==> config.mk <==
export PLATFORM = sky130hd
export DESIGN_NAME = dma_rd_arb
export DESIGN_NICKNAME = d
export VERILOG_FILES = /design/src/rtl/dma_rd_arb_pkg.sv /design/src/rtl/rr_arb.sv /design/src/rtl/dma_rd_arb.sv
export SDC_FILE = /design/constraint.sdc
export NUM_CORES = 1
export LEC_CHECK = 0
export ABC_CLOCK_PERIOD_IN_PS = 24000
export CORE_ASPECT_RATIO = 1.25
export CORE_MARGIN = 4
export CORE_UTILIZATION = 35
export DETAILED_ROUTE_END_ITERATION = 6
export HOLD_SLACK_MARGIN = 0.15
export RECOVER_POWER = 50
export SYNTH_ARGS = -nofsm -noshare
export SYNTH_HDL_FRONTEND = slang
export SYNTH_HIERARCHICAL = 1
export SYNTH_SLANG_ARGS = --single-unit
==> constraint.sdc <==
create_clock -name clk -period 24 [get_ports clk]
set_clock_uncertainty 0.1 [all_clocks]
set_input_delay 4.8 -clock clk [delete_from_list [all_inputs] [get_ports clk]]
set_output_delay 4.8 -clock clk [all_outputs]
set_load 0.01 [all_outputs]
==> src/rtl/dma_rd_arb_pkg.sv <==
// Shared widths, client IDs and FSM encoding for the DMA read-channel arbiter.
package dma_rd_arb_pkg;

  localparam int DDR_AXI_ADDR_WIDTH  = 32;
  localparam int DDR_LEN_WIDTH       = 20;
  localparam int DDR_AXIS_DATA_WIDTH = 64;

  localparam int CLI_IM = 0;
  localparam int CLI_WM = 1;
  localparam int CLI_XM = 2;

  localparam int ERR_OVERRUN = 0;
  localparam int ERR_ORPHAN  = 1;

  typedef enum logic [1:0] {
    ST_IDLE,
    ST_ISSUE,
    ST_STREAM
  } arb_state_e;

  // Width of a client index; a single client still needs one bit.
  function automatic int idx_width(input int n);
    return (n > 1) ? $clog2(n) : 1;
  endfunction

endpackage

==> src/rtl/rr_arb.sv <==
// Combinational round-robin pick: the pending client nearest after last_grant.
module rr_arb
  import dma_rd_arb_pkg::*;
#(
  parameter int N_CLI = 3
) (
  input  logic [N_CLI-1:0]            pending,
  input  logic [idx_width(N_CLI)-1:0] last_grant,
  output logic                        gnt_valid,
  output logic [idx_width(N_CLI)-1:0] gnt_idx
);

  localparam int IW = idx_width(N_CLI);

  int best;

  // NOTE: every output gets a default before the loop so no path leaves it unassigned (no latch).
  always_comb begin
    gnt_valid = 1'b0;
    gnt_idx   = '0;
    best      = N_CLI;
    for (int j = 0; j < N_CLI; j++) begin
      // distance 0 is the client right after last_grant
      if (pending[j] && ((j + N_CLI - 1 - int'(last_grant)) % N_CLI) < best) begin
        best      = (j + N_CLI - 1 - int'(last_grant)) % N_CLI;
        gnt_valid = 1'b1;
        gnt_idx   = IW'(j);
      end
    end
  end

endmodule

==> src/rtl/dma_rd_arb.sv <==
// Shares one DMA read channel among N_CLI clients: per-client request slots,
// round-robin grant, descriptor issue and registered fan-out of the data stream.
module dma_rd_arb
  import dma_rd_arb_pkg::*;
#(
  parameter int N_CLI = 3
) (
  input  logic                                clk,
  input  logic                                rst,
  input  logic [N_CLI-1:0]                    req_valid,
  input  logic [N_CLI*DDR_AXI_ADDR_WIDTH-1:0] req_addr,
  input  logic [N_CLI*DDR_LEN_WIDTH-1:0]      req_len,
  output logic [N_CLI-1:0]                    req_busy,
  output logic [DDR_AXI_ADDR_WIDTH-1:0]       dma_rd_desc_addr,
  output logic [DDR_LEN_WIDTH-1:0]            dma_rd_desc_len,
  output logic                                dma_rd_desc_valid,
  input  logic                                dma_rd_desc_ready,
  input  logic [DDR_AXIS_DATA_WIDTH-1:0]      dma_rd_read_data_tdata,
  input  logic                                dma_rd_read_data_tvalid,
  input  logic                                dma_rd_read_data_tlast,
  output logic [DDR_AXIS_DATA_WIDTH-1:0]      cli_tdata,
  output logic                                cli_tlast,
  output logic [N_CLI-1:0]                    cli_tvalid,
  output logic [idx_width(N_CLI)-1:0]         grant_id,
  output logic [1:0]                          err
);

  localparam int IW = idx_width(N_CLI);
  localparam int AW = DDR_AXI_ADDR_WIDTH;
  localparam int LW = DDR_LEN_WIDTH;

  arb_state_e     state;
  logic [N_CLI-1:0] pending;
  logic [N_CLI-1:0] take;
  logic [N_CLI-1:0] accept;
  logic           overrun;
  logic [IW-1:0]  last_grant;
  logic           gnt_valid;
  logic [IW-1:0]  gnt_idx;

  logic [AW-1:0]  slot_addr [N_CLI];
  logic [LW-1:0]  slot_len  [N_CLI];

  rr_arb #(.N_CLI(N_CLI)) u_rr_arb (
    .pending    (pending),
    .last_grant (last_grant),
    .gnt_valid  (gnt_valid),
    .gnt_idx    (gnt_idx)
  );

  // A slot being granted this cycle is free again, so a same-cycle pulse refills it.
  assign take     = (state == ST_IDLE && gnt_valid) ? (N_CLI'(1) << gnt_idx) : '0;
  assign accept   = req_valid & ~(pending & ~take);
  assign overrun  = |(req_valid & pending & ~take);
  assign req_busy = pending | ((state != ST_IDLE) ? (N_CLI'(1) << grant_id) : '0);

  // NOTE: slot storage has no reset; a slot is only read while its pending bit is set.
  always_ff @(posedge clk) begin
    for (int i = 0; i < N_CLI; i++) begin
      if (accept[i]) begin
        slot_addr[i] <= req_addr[i*AW +: AW];
        slot_len[i]  <= req_len[i*LW +: LW];
      end
    end
  end

  // NOTE: all state updates use non-blocking assignments so each register sees pre-edge values.
  always_ff @(posedge clk) begin
    if (rst) begin
      state             <= ST_IDLE;
      pending           <= '0;
      last_grant        <= IW'(N_CLI - 1);
      grant_id          <= '0;
      dma_rd_desc_valid <= 1'b0;
      dma_rd_desc_addr  <= '0;
      dma_rd_desc_len   <= '0;
      cli_tvalid        <= '0;
      cli_tdata         <= '0;
      cli_tlast         <= 1'b0;
      err               <= '0;
    end else begin
      pending    <= (pending & ~take) | accept;
      cli_tvalid <= '0;
      if (overrun) err[ERR_OVERRUN] <= 1'b1;
      if (dma_rd_read_data_tvalid && state != ST_STREAM) err[ERR_ORPHAN] <= 1'b1;

      case (state)
        ST_IDLE: begin
          if (gnt_valid) begin
            last_grant <= gnt_idx;
            // zero-length requests are consumed here and never reach the DMA
            if (|slot_len[gnt_idx]) begin
              grant_id          <= gnt_idx;
              dma_rd_desc_addr  <= slot_addr[gnt_idx];
              dma_rd_desc_len   <= slot_len[gnt_idx];
              dma_rd_desc_valid <= 1'b1;
              state             <= ST_ISSUE;
            end
          end
        end
        ST_ISSUE: begin
          if (dma_rd_desc_ready) begin
            dma_rd_desc_valid <= 1'b0;
            state             <= ST_STREAM;
          end
        end
        ST_STREAM: begin
          if (dma_rd_read_data_tvalid) begin
            cli_tdata  <= dma_rd_read_data_tdata;
            cli_tlast  <= dma_rd_read_data_tlast;
            cli_tvalid <= N_CLI'(1) << grant_id;
            if (dma_rd_read_data_tlast) state <= ST_IDLE;
          end
        end
        default: state <= ST_IDLE;
      endcase
    end
  end

endmodule
==> results.ini, run 1 <==
[outcome]
outcome = complete, but fails checks
failed_checks = capacitance limit, slew limit

[timing]
final_clock_period_utilization_by_the_worst_path = 0.4799
period_needed_ps = 11520
timing.max_slew.rel_slack = -0.8013
timing.final.setup_violations = 0
hold_viol = 0
setup_tns_ps = 0
worst_hold_slack_across_all_endpoints_ps = 350.1
achievable-frequency_mhz = 86.82
layout_setup_ws_ps = 12480
rsz0062_at_grt = no
max_slew_vio_count = 112
worst_slew_pin_slew_ps = 2702

[floorplan]
io_pins = 356
fp.dieArea_sq_mm = 0.04145
floorplan_die_height_um = 226.6
initial_utilization = 0.3573
coreArea_sq_mm = 0.03746
die_x_um = 182.9
row_count = 79

[placed_design]
gp_congestion = 0.8255
dpl_cell_area_sq_mm = 0.01722
io_buffers = 355
place_worst_setup_slack_ps = 12660
dpl.hpwl_um = 27700

[final_layout]
postLayoutCellArea_sq_mm = 0.01825
multiInputGateArea_sq_mm = 0.005592
drive_gt1_frac = 0.09962
areaGrowthSynthToFinish_pct = 36.36
post_route_core_utilization = 0.4872
final_cell_mix = 243 x sky130_fd_sc_hd__nand2_1, 217 x sky130_fd_sc_hd__dlygate4sd3_1, 156 x sky130_fd_sc_hd__edfxtp_1
nNetsFinal = 1817
layout_commonest_cell = sky130_fd_sc_hd__nand2_1
nFillCells = 3417
seq_area_sq_mm = 0.007327

[routing]
routed_via_density = 5.149
route.vias.total = 10757
aggregate_routed_wire_length_um = 39360
ant_nets = 0
dr.pass1.iters = 5
drt-initial-drc-count = 663
remaining_drc_errors = 0
drt-wirelength-per-cell_um = 18.84

[critical_path]
critical_path.endpoint_type = flip-flop
crit_type = flip-flop to flip-flop
regToRegStartpoint = last_grant[0]
crit_slowest_cell = sky130_fd_sc_hd__nor4_2
worstPathMaxFanout = 55
critical_path.startpoint = last_grant[0]
worstReg2RegEnd = state[0]
crit_path_end = state[0]
worst_reg_to_reg_path_cell_count = 34
worstPathArrival_ps = 11880
register_to_register_setup_slack_ps = 12480
worst_setup_path_start_kind = flip-flop
cp_slowest_stage_delay_ps = 780
critical_path_required_ps = 24360

[clock_network]
cts-buffers-inserted = 31
cts_setup_buffers = 0
clock_tree.buffer_depth = 3
clkLatencyLatePin_ps = 580
post_cts_resize_count = 0
clk_pin_slew_ps = 70
cts.sink_count = 288
clk_root_buffer_cell = sky130_fd_sc_hd__clkbuf_16
tritoncts = done
htree_depth = 1
post_cts_hold_buffers = 0

[global_route]
grt_first_pass_wirelength_um = 59950
global_route.overflow_total = 0
initial_antenna_violation_count = 9
grt_start_max_net_pins = 72
grt_use_total = 0.1801
grt_pass1_vias = 10836

[power]
irDropWorstVdd_mv = 0.07560
leakage_nw = 6.589
power_per_cell_area_mw_per_mm2 = 116.7

[yosys]
synth_cells = 1263
synth_seq_area_share = 0.5474
yosys_warnings = 6
yosysUniqueCellTypes = 93
post_synth_net_total = 1509
syn_avg_cell_area_sq_um = 10.60
yosysTopAreaCellShare = 0.3500
post_synthesis_sequential_element_count = 288
synth-main-ff-cell = sky130_fd_sc_hd__edfxtp_1
post_synthesis_instance_area_sq_mm = 0.01338
synth.area.top_cells = sky130_fd_sc_hd__edfxtp_1 35%, sky130_fd_sc_hd__dfxtp_1 20%, sky130_fd_sc_hd__nand2_1 6.8%, sky130_fd_sc_hd__a21oi_1 4.5%, sky130_fd_sc_hd__mux2i_1 4.1%
async_flop_share = 0
yosysTopAreaCell = sky130_fd_sc_hd__edfxtp_1
synth-edff-count = 156

[run]
cap_violations = 2

[hold_path]
worst_hold_path_type = flip-flop to flip-flop

==> cells by family after synthesis <==
logic type	count (synthesis)	synth area share
AND/OR/NAND/NOR	449	0.1491
AO/OA/AOI/OAI	322	0.1896
flip-flops	288	0.5474
buffers and inverters	109	0.03786
multiplexers	72	0.05590
adder cells (fa/ha/maj)	18	0.01683
XOR/XNOR	5	0.003272
==> final cells by class <==
class                   count  share of cell area
clock inverters            17            0.008981
inverters                  19            0.003908
well taps                 486             0.03332
repair buffers            365              0.1981
multi-input cells         866              0.3064
clock buffers              41             0.04689
diodes                      7           0.0009598
flip-flops and latches    288              0.4015
==> sequential cells by signal, indices dropped and copies added (netlist names), 3 cells and up <==
signal,flops
slot_addr,96
pending,3
cli_tdata,64
dma_rd_desc_len,20
cli_tvalid,3
dma_rd_desc_addr,32
slot_len,60
==> power by group <==
group          leakage [nW]  switching [mW]  internal [mW]
sequential             2.57          0.0381          0.609
combinational          3.52           0.569          0.438
clock                 0.501           0.201          0.275
==> worst max-delay path: cells and delay by family, from the launching register on <==
| family | cells | cell delay, ps |
|---|---|---|
| buffers and inverters | 4 | 1570 |
| muxes | 3 | 820 |
| AOI/OAI and AO/OA | 15 | 3490 |
| DFF | 1 | 400 |
| and+or+nand+nor | 9 | 3220 |
| adders and majority gates | 3 | 1770 |
==> cell usage after synthesis (all sizes together), types with 16 or more instances <==
cell / n
nand2: 246
edfxtp: 156
dfxtp: 132
a21oi: 121
nor2: 108
mux2i: 56
clkbuf: 47
buf: 43
a2bb2oi: 33
o21ai: 32
o311ai: 32
inv: 19
ha: 18
a31oi: 17
nor3: 17
mux2: 16
==> routing by layer <==
layer / wire (um) / track usage / vias up
met5: 13 / 0 / -
met4: 1332 / 0.06298 / 2
li1: - / - / 5225
met3: 3090 / 0.05022 / 72
met1: 14580 / 0.2017 / 5102
met2: 20340 / 0.3282 / 356
==> how the worst min path moves through the flow <==
stage                       start            end  slack [ps]  cells after the start
floorplan            cli_tdata[0]   cli_tdata[0]         380                      2
global placement     cli_tdata[0]   cli_tdata[0]         340                      2
detailed placement  cli_tdata[23]  cli_tdata[23]         350                      2
CTS                 cli_tdata[23]  cli_tdata[23]         350                      2
global route        cli_tdata[12]  cli_tdata[12]         370                      2
finish              cli_tdata[63]  cli_tdata[63]         350                      2
==> metrics by stage <==
stage / total power, mW / instances
after global placement: 1.668 / 2024
after global routing: 2.272 / 2089
after floorplan: 1.381 / 1263
final: 2.130 / 2089
after detailed placement: 1.678 / 2024
after CTS: 2.161 / 2082
Note: power is estimated with default switching activity, not from simulation.
==> run 2, diff against run 1 <==
--- a/config.mk
+++ b/config.mk
@@ -5,7 +5,7 @@
 export SDC_FILE = /design/constraint.sdc
 export NUM_CORES = 1
 export LEC_CHECK = 0
-export ABC_CLOCK_PERIOD_IN_PS = 24000
+export ABC_CLOCK_PERIOD_IN_PS = 10300
 export CORE_ASPECT_RATIO = 1.25
 export CORE_MARGIN = 4
 export CORE_UTILIZATION = 35
==> constraint.sdc (replaced) <==
create_clock -name clk -period 10.3 [get_ports clk]
set_clock_uncertainty 0.1 [all_clocks]
set_input_delay 2.06 -clock clk [delete_from_list [all_inputs] [get_ports clk]]
set_output_delay 2.06 -clock clk [all_outputs]
set_load 0.01 [all_outputs]
==> results.ini, run 2 (same netlist as run 1, synthesis figures left out) <==
[global_route]
grt_start_max_net_pins = 72
global_route.overflow_total = 0
grt_pass1_vias = 10580
grt_first_pass_wirelength_um = 59530
initial_antenna_violation_count = 9
grt_use_total = 0.1798

[timing]
final_clock_period_utilization_by_the_worst_path = 0.8834
max_slew_vio_count = 123
worst_hold_slack_across_all_endpoints_ps = 350.6
timing.max_slew.rel_slack = -1.100
hold_viol = 0
period_needed_ps = 9099
worst_slew_pin_slew_ps = 3150
setup_tns_ps = 0
layout_setup_ws_ps = 1201
timing.final.setup_violations = 0
rsz0062_at_grt = no
achievable-frequency_mhz = 109.9

[hold_path]
worst_hold_path_type = flip-flop to flip-flop
hold-path-cell-count = 2

[critical_path]
critical_path.endpoint_type = flip-flop
critical_path_required_ps = 10680
crit_slowest_cell = sky130_fd_sc_hd__or4_1
worst_reg_to_reg_path_cell_count = 34
worstPathArrival_ps = 9480
worstPathMaxFanout = 71
worst_setup_path_start_kind = flip-flop
cp_slowest_stage_delay_ps = 580
crit_type = flip-flop to flip-flop

[power]
irDropWorstVdd_mv = 0.1476
fin_total_pwr_mw = 5.054
power_per_cell_area_mw_per_mm2 = 273.0
leakage_nw = 6.722

[final_layout]
nNetsFinal = 1837
finish.cell_count_without_fillers = 2107
largest_register_ffs = 96
postLayoutCellArea_sq_mm = 0.01851
drive_gt1_frac = 0.1085
biggestRegsByFlops = slot_addr x96, cli_tdata x64, slot_len x60
post_route_core_utilization = 0.4940
areaGrowthSynthToFinish_pct = 38.28
max_flop_register = slot_addr
final_cell_mix = 243 x sky130_fd_sc_hd__nand2_1, 217 x sky130_fd_sc_hd__dlygate4sd3_1, 156 x sky130_fd_sc_hd__edfxtp_1
layout_commonest_cell = sky130_fd_sc_hd__nand2_1

[outcome]
failed_checks = capacitance limit, slew limit
outcome = complete, but fails checks

[routing]
drt-initial-drc-count = 705
ant_nets = 0
route.vias.total = 10743
dr.pass1.iters = 5
aggregate_routed_wire_length_um = 39720
remaining_drc_errors = 0
drt-wirelength-per-cell_um = 18.85
routed_via_density = 5.099

[clock_network]
post_cts_hold_buffers = 0
htree_depth = 1
clk_root_buffer_cell = sky130_fd_sc_hd__clkbuf_16
post_cts_resize_count = 0
clkLatencyLatePin_ps = 570
tritoncts = done
clock_tree.buffer_depth = 3
clk_pin_slew_ps = 60
cts.sink_count = 288
cts_setup_buffers = 0
cts-buffers-inserted = 30

[floorplan]
floorplan_die_height_um = 226.6
row_count = 79
fp.dieArea_sq_mm = 0.04145
coreArea_sq_mm = 0.03746
initial_utilization = 0.3573
die_x_um = 182.9
io_pins = 356

[placed_design]
dpl.hpwl_um = 28660
dpl_cell_area_sq_mm = 0.01747
place.detailed.instances = 2045
io_buffers = 355
gp_congestion = 0.8372
place_worst_setup_slack_ps = 1218

[run]
cap_violations = 2

[run 2: changes by cell type in the layout (fill, tap and decap cells not counted), sizes merged]
cell    before  now
buf          8   29
bufinv       2    6
clkbuf      44   35
clkinv       9   12
diode        7    8
inv         22   20
[run 2: worst paths after layout]
check,endpoint,slack [ps],startpoint
worst min register to register,cli_tdata[50],350,cli_tdata[50]
worst min-delay path,cli_tdata[50],350,cli_tdata[50]
worst max register to register,dma_rd_desc_addr[4],1200,last_grant[0]
worst max-delay path,dma_rd_desc_addr[4],1200,last_grant[0]
[run 2: metal layers]
layer,track usage,share of wire,up-vias,routed length [um]
met1,0.2079,0.39,5094,15360
li1,-,-,5267,-
met2,0.3270,0.52,324,20550
met5,0,0.00065,-,26
met4,0.05553,0.026,4,1039
met3,0.04541,0.069,54,2745
[run 2: area by class of cell]
type                    count  area, sq um
inverters                  19        71.32
diodes                      8        20.02
multi-input cells         866         5584
repair buffers            386         3860
well taps                 486        608.1
clock buffers              32        758.2
clock inverters            22        279.0
flip-flops and latches    288         7327
fillers                  3399        18950
[run 2: report_power, final]
part / internal, mW / switching [mW] / leakage, nW
clock network: 0.683 / 0.458 / 0.498
logic: 1.06 / 1.35 / 3.65
registers: 1.42 / 0.0850 / 2.57
[run 2: critical path: cells and delay by family (launching register included)]
family | cells | cell delay, ps
flip-flops | 1 | 490
AND/OR/NAND/NOR | 9 | 2430
buffers and inverters | 5 | 790
adder cells (fa/ha/maj) | 3 | 1010
AO/OA/AOI/OAI | 14 | 3310
multiplexers | 3 | 790
==> run 3, diff against run 2 <==
--- a/config.mk
+++ b/config.mk
@@ -8,7 +8,7 @@
 export ABC_CLOCK_PERIOD_IN_PS = 10300
 export CORE_ASPECT_RATIO = 1.25
 export CORE_MARGIN = 4
-export CORE_UTILIZATION = 35
+export CORE_UTILIZATION = 30
 export DETAILED_ROUTE_END_ITERATION = 6
 export HOLD_SLACK_MARGIN = 0.15
 export RECOVER_POWER = 50
==> results.ini, run 3 (same netlist as run 1, synthesis figures left out) <==
[global_route]
global_route.overflow_total = 0
initial_antenna_violation_count = 3
grt_use_total = 0.1583
grt_first_pass_wirelength_um = 61320
grt_pass1_vias = 10830
grt_start_max_net_pins = 78

[clock_network]
cts-buffers-inserted = 31
cts.sink_count = 288
clock_tree.buffer_depth = 3
clkLatencyLatePin_ps = 580
post_cts_hold_buffers = 0
post_cts_resize_count = 0
htree_depth = 1
cts_setup_buffers = 0
tritoncts = done
clk_pin_slew_ps = 60
clk_root_buffer_cell = sky130_fd_sc_hd__clkbuf_16

[outcome]
outcome = complete, but fails checks
failed_checks = capacitance limit, slew limit

[timing]
rsz0062_at_grt = no
period_needed_ps = 9571
worst_slew_pin_slew_ps = 3739
final_clock_period_utilization_by_the_worst_path = 0.9292
worst_hold_slack_across_all_endpoints_ps = 349.2
max_slew_vio_count = 147
achievable-frequency_mhz = 104.5
timing.max_slew.rel_slack = -1.493
hold_viol = 0
timing.final.setup_violations = 0
setup_tns_ps = 0

[hold_path]
hold-path-cell-count = 2
worst_hold_path.endpoint = cli_tdata[45]
worst_hold_path_type = flip-flop to flip-flop
hold_start = cli_tdata[45]

[placed_design]
dpl.hpwl_um = 28550
gp_congestion = 0.8284
place.detailed.instances = 2124
io_buffers = 355

[power]
leakage_nw = 6.695
power_per_cell_area_mw_per_mm2 = 272.4
irDropWorstVdd_mv = 0.1289
fin_total_pwr_mw = 5.051

[final_layout]
biggestRegsByFlops = slot_addr x96, cli_tdata x64, slot_len x60
drive_gt1_frac = 0.1068
nNetsFinal = 1831
largest_register_ffs = 96
layout_commonest_cell = sky130_fd_sc_hd__nand2_1
max_flop_register = slot_addr
final_cell_mix = 243 x sky130_fd_sc_hd__nand2_1, 217 x sky130_fd_sc_hd__dlygate4sd3_1, 156 x sky130_fd_sc_hd__edfxtp_1
finish.cell_count_without_fillers = 2185
areaGrowthSynthToFinish_pct = 38.55

[critical_path]
worstPathArrival_ps = 9950
worstReg2RegEnd = dma_rd_desc_addr[7]
regToRegStartpoint = last_grant[0]
register_to_register_setup_slack_ps = 730
crit_slowest_cell = sky130_fd_sc_hd__ha_1
critical_path_required_ps = 10680
critical_path.endpoint_type = flip-flop
worst_reg_to_reg_path_cell_count = 33
crit_type = flip-flop to flip-flop
worst_setup_path_start_kind = flip-flop
cp_common_cell = sky130_fd_sc_hd__o211ai_1
worstPathMaxFanout = 66
cp_slowest_stage_delay_ps = 610

[floorplan]
fp.dieArea_sq_mm = 0.04808
floorplan_die_height_um = 244.2
die_x_um = 196.9
initial_utilization = 0.3034
coreArea_sq_mm = 0.04412
io_pins = 356
row_count = 86

[routing]
routed_via_density = 4.869
drt-wirelength-per-cell_um = 18.32
ant_nets = 0
route.vias.total = 10639
remaining_drc_errors = 0
aggregate_routed_wire_length_um = 40040
drt-initial-drc-count = 515
dr.pass1.iters = 4

[run]
cap_violations = 2

[run 3: cell types whose count changed in the layout (fill, tap and decap cells not counted), moves of 2 or more]
cell / delta
sky130_fd_sc_hd__buf_12: -4
sky130_fd_sc_hd__bufinv_16: -2
sky130_fd_sc_hd__buf_4: -3
sky130_fd_sc_hd__inv_6: +2
sky130_fd_sc_hd__diode_2: -5
sky130_fd_sc_hd__clkbuf_8: +4
sky130_fd_sc_hd__clkinv_2: -2
[run 3: through the flow]
stage | cell area, sq um | worst slack [ps] | util
global route | 18540 | 167.1 | 0.4203
global placement | 17470 | 1045 | 0.3960
floorplan | 13380 | 655.0 | -
finish | 18540 | 729.0 | 0.4203
CTS | 18550 | 812.8 | 0.4204
detailed placement | 17470 | 876.0 | 0.3960
[run 3: power breakdown]
| group | internal, mW | switching (mW) | total, mW |
|---|---|---|---|
| registers | 1.42 | 0.0892 | 1.51 |
| clock network | 0.685 | 0.474 | 1.16 |
| logic | 1.04 | 1.34 | 2.38 |
[run 3: area by class of cell]
| type | count | area (sq um) |
|---|---|---|
| Fill cell | 4285 | 25570 |
| Sequential cell | 288 | 7327 |
| Multi-Input combinational cell | 866 | 5592 |
| Timing Repair Buffer | 379 | 3757 |
| Clock buffer | 38 | 842.1 |
| Tap cell | 572 | 715.7 |
| Clock inverter | 20 | 231.5 |
| Inverter | 19 | 71.32 |
| Antenna cell | 3 | 7.507 |
[run 3: layer usage]
metal / global-route usage / part of all wire / routed length (um) / up-vias
met1: 0.1813 / 0.38 / 15390 / 5003
li1: - / - / - / 5246
met2: 0.2903 / 0.52 / 20750 / 333
met3: 0.04161 / 0.074 / 2961 / 57
met5: 0 / 0 / 0 / -
met4: 0.04243 / 0.024 / 944 / 0
[run 3: worst max-delay path by stage]
stage | startpoint | endpoint | slack, ps | cells after the start
finish | last_grant[0] | dma_rd_desc_addr[7] | 730 | 33
global route | last_grant[0] | dma_rd_desc_addr[7] | 170 | 33
CTS | last_grant[0] | dma_rd_desc_addr[7] | 810 | 33
detailed placement | last_grant[0] | dma_rd_desc_addr[7] | 880 | 33
global placement | last_grant[0] | dma_rd_desc_addr[2] | 1050 | 33
floorplan | last_grant[0] | slot_addr[2][0] | 660 | 34
[run 3: critical path: cells and delay by family (launching register included)]
kind	cells	cell delay (ps)
adders and majority gates	3	1220
DFF	1	520
and+or+nand+nor	6	1270
AOI/OAI and AO/OA	16	4240
muxes	4	1300
buffers and inverters	4	720
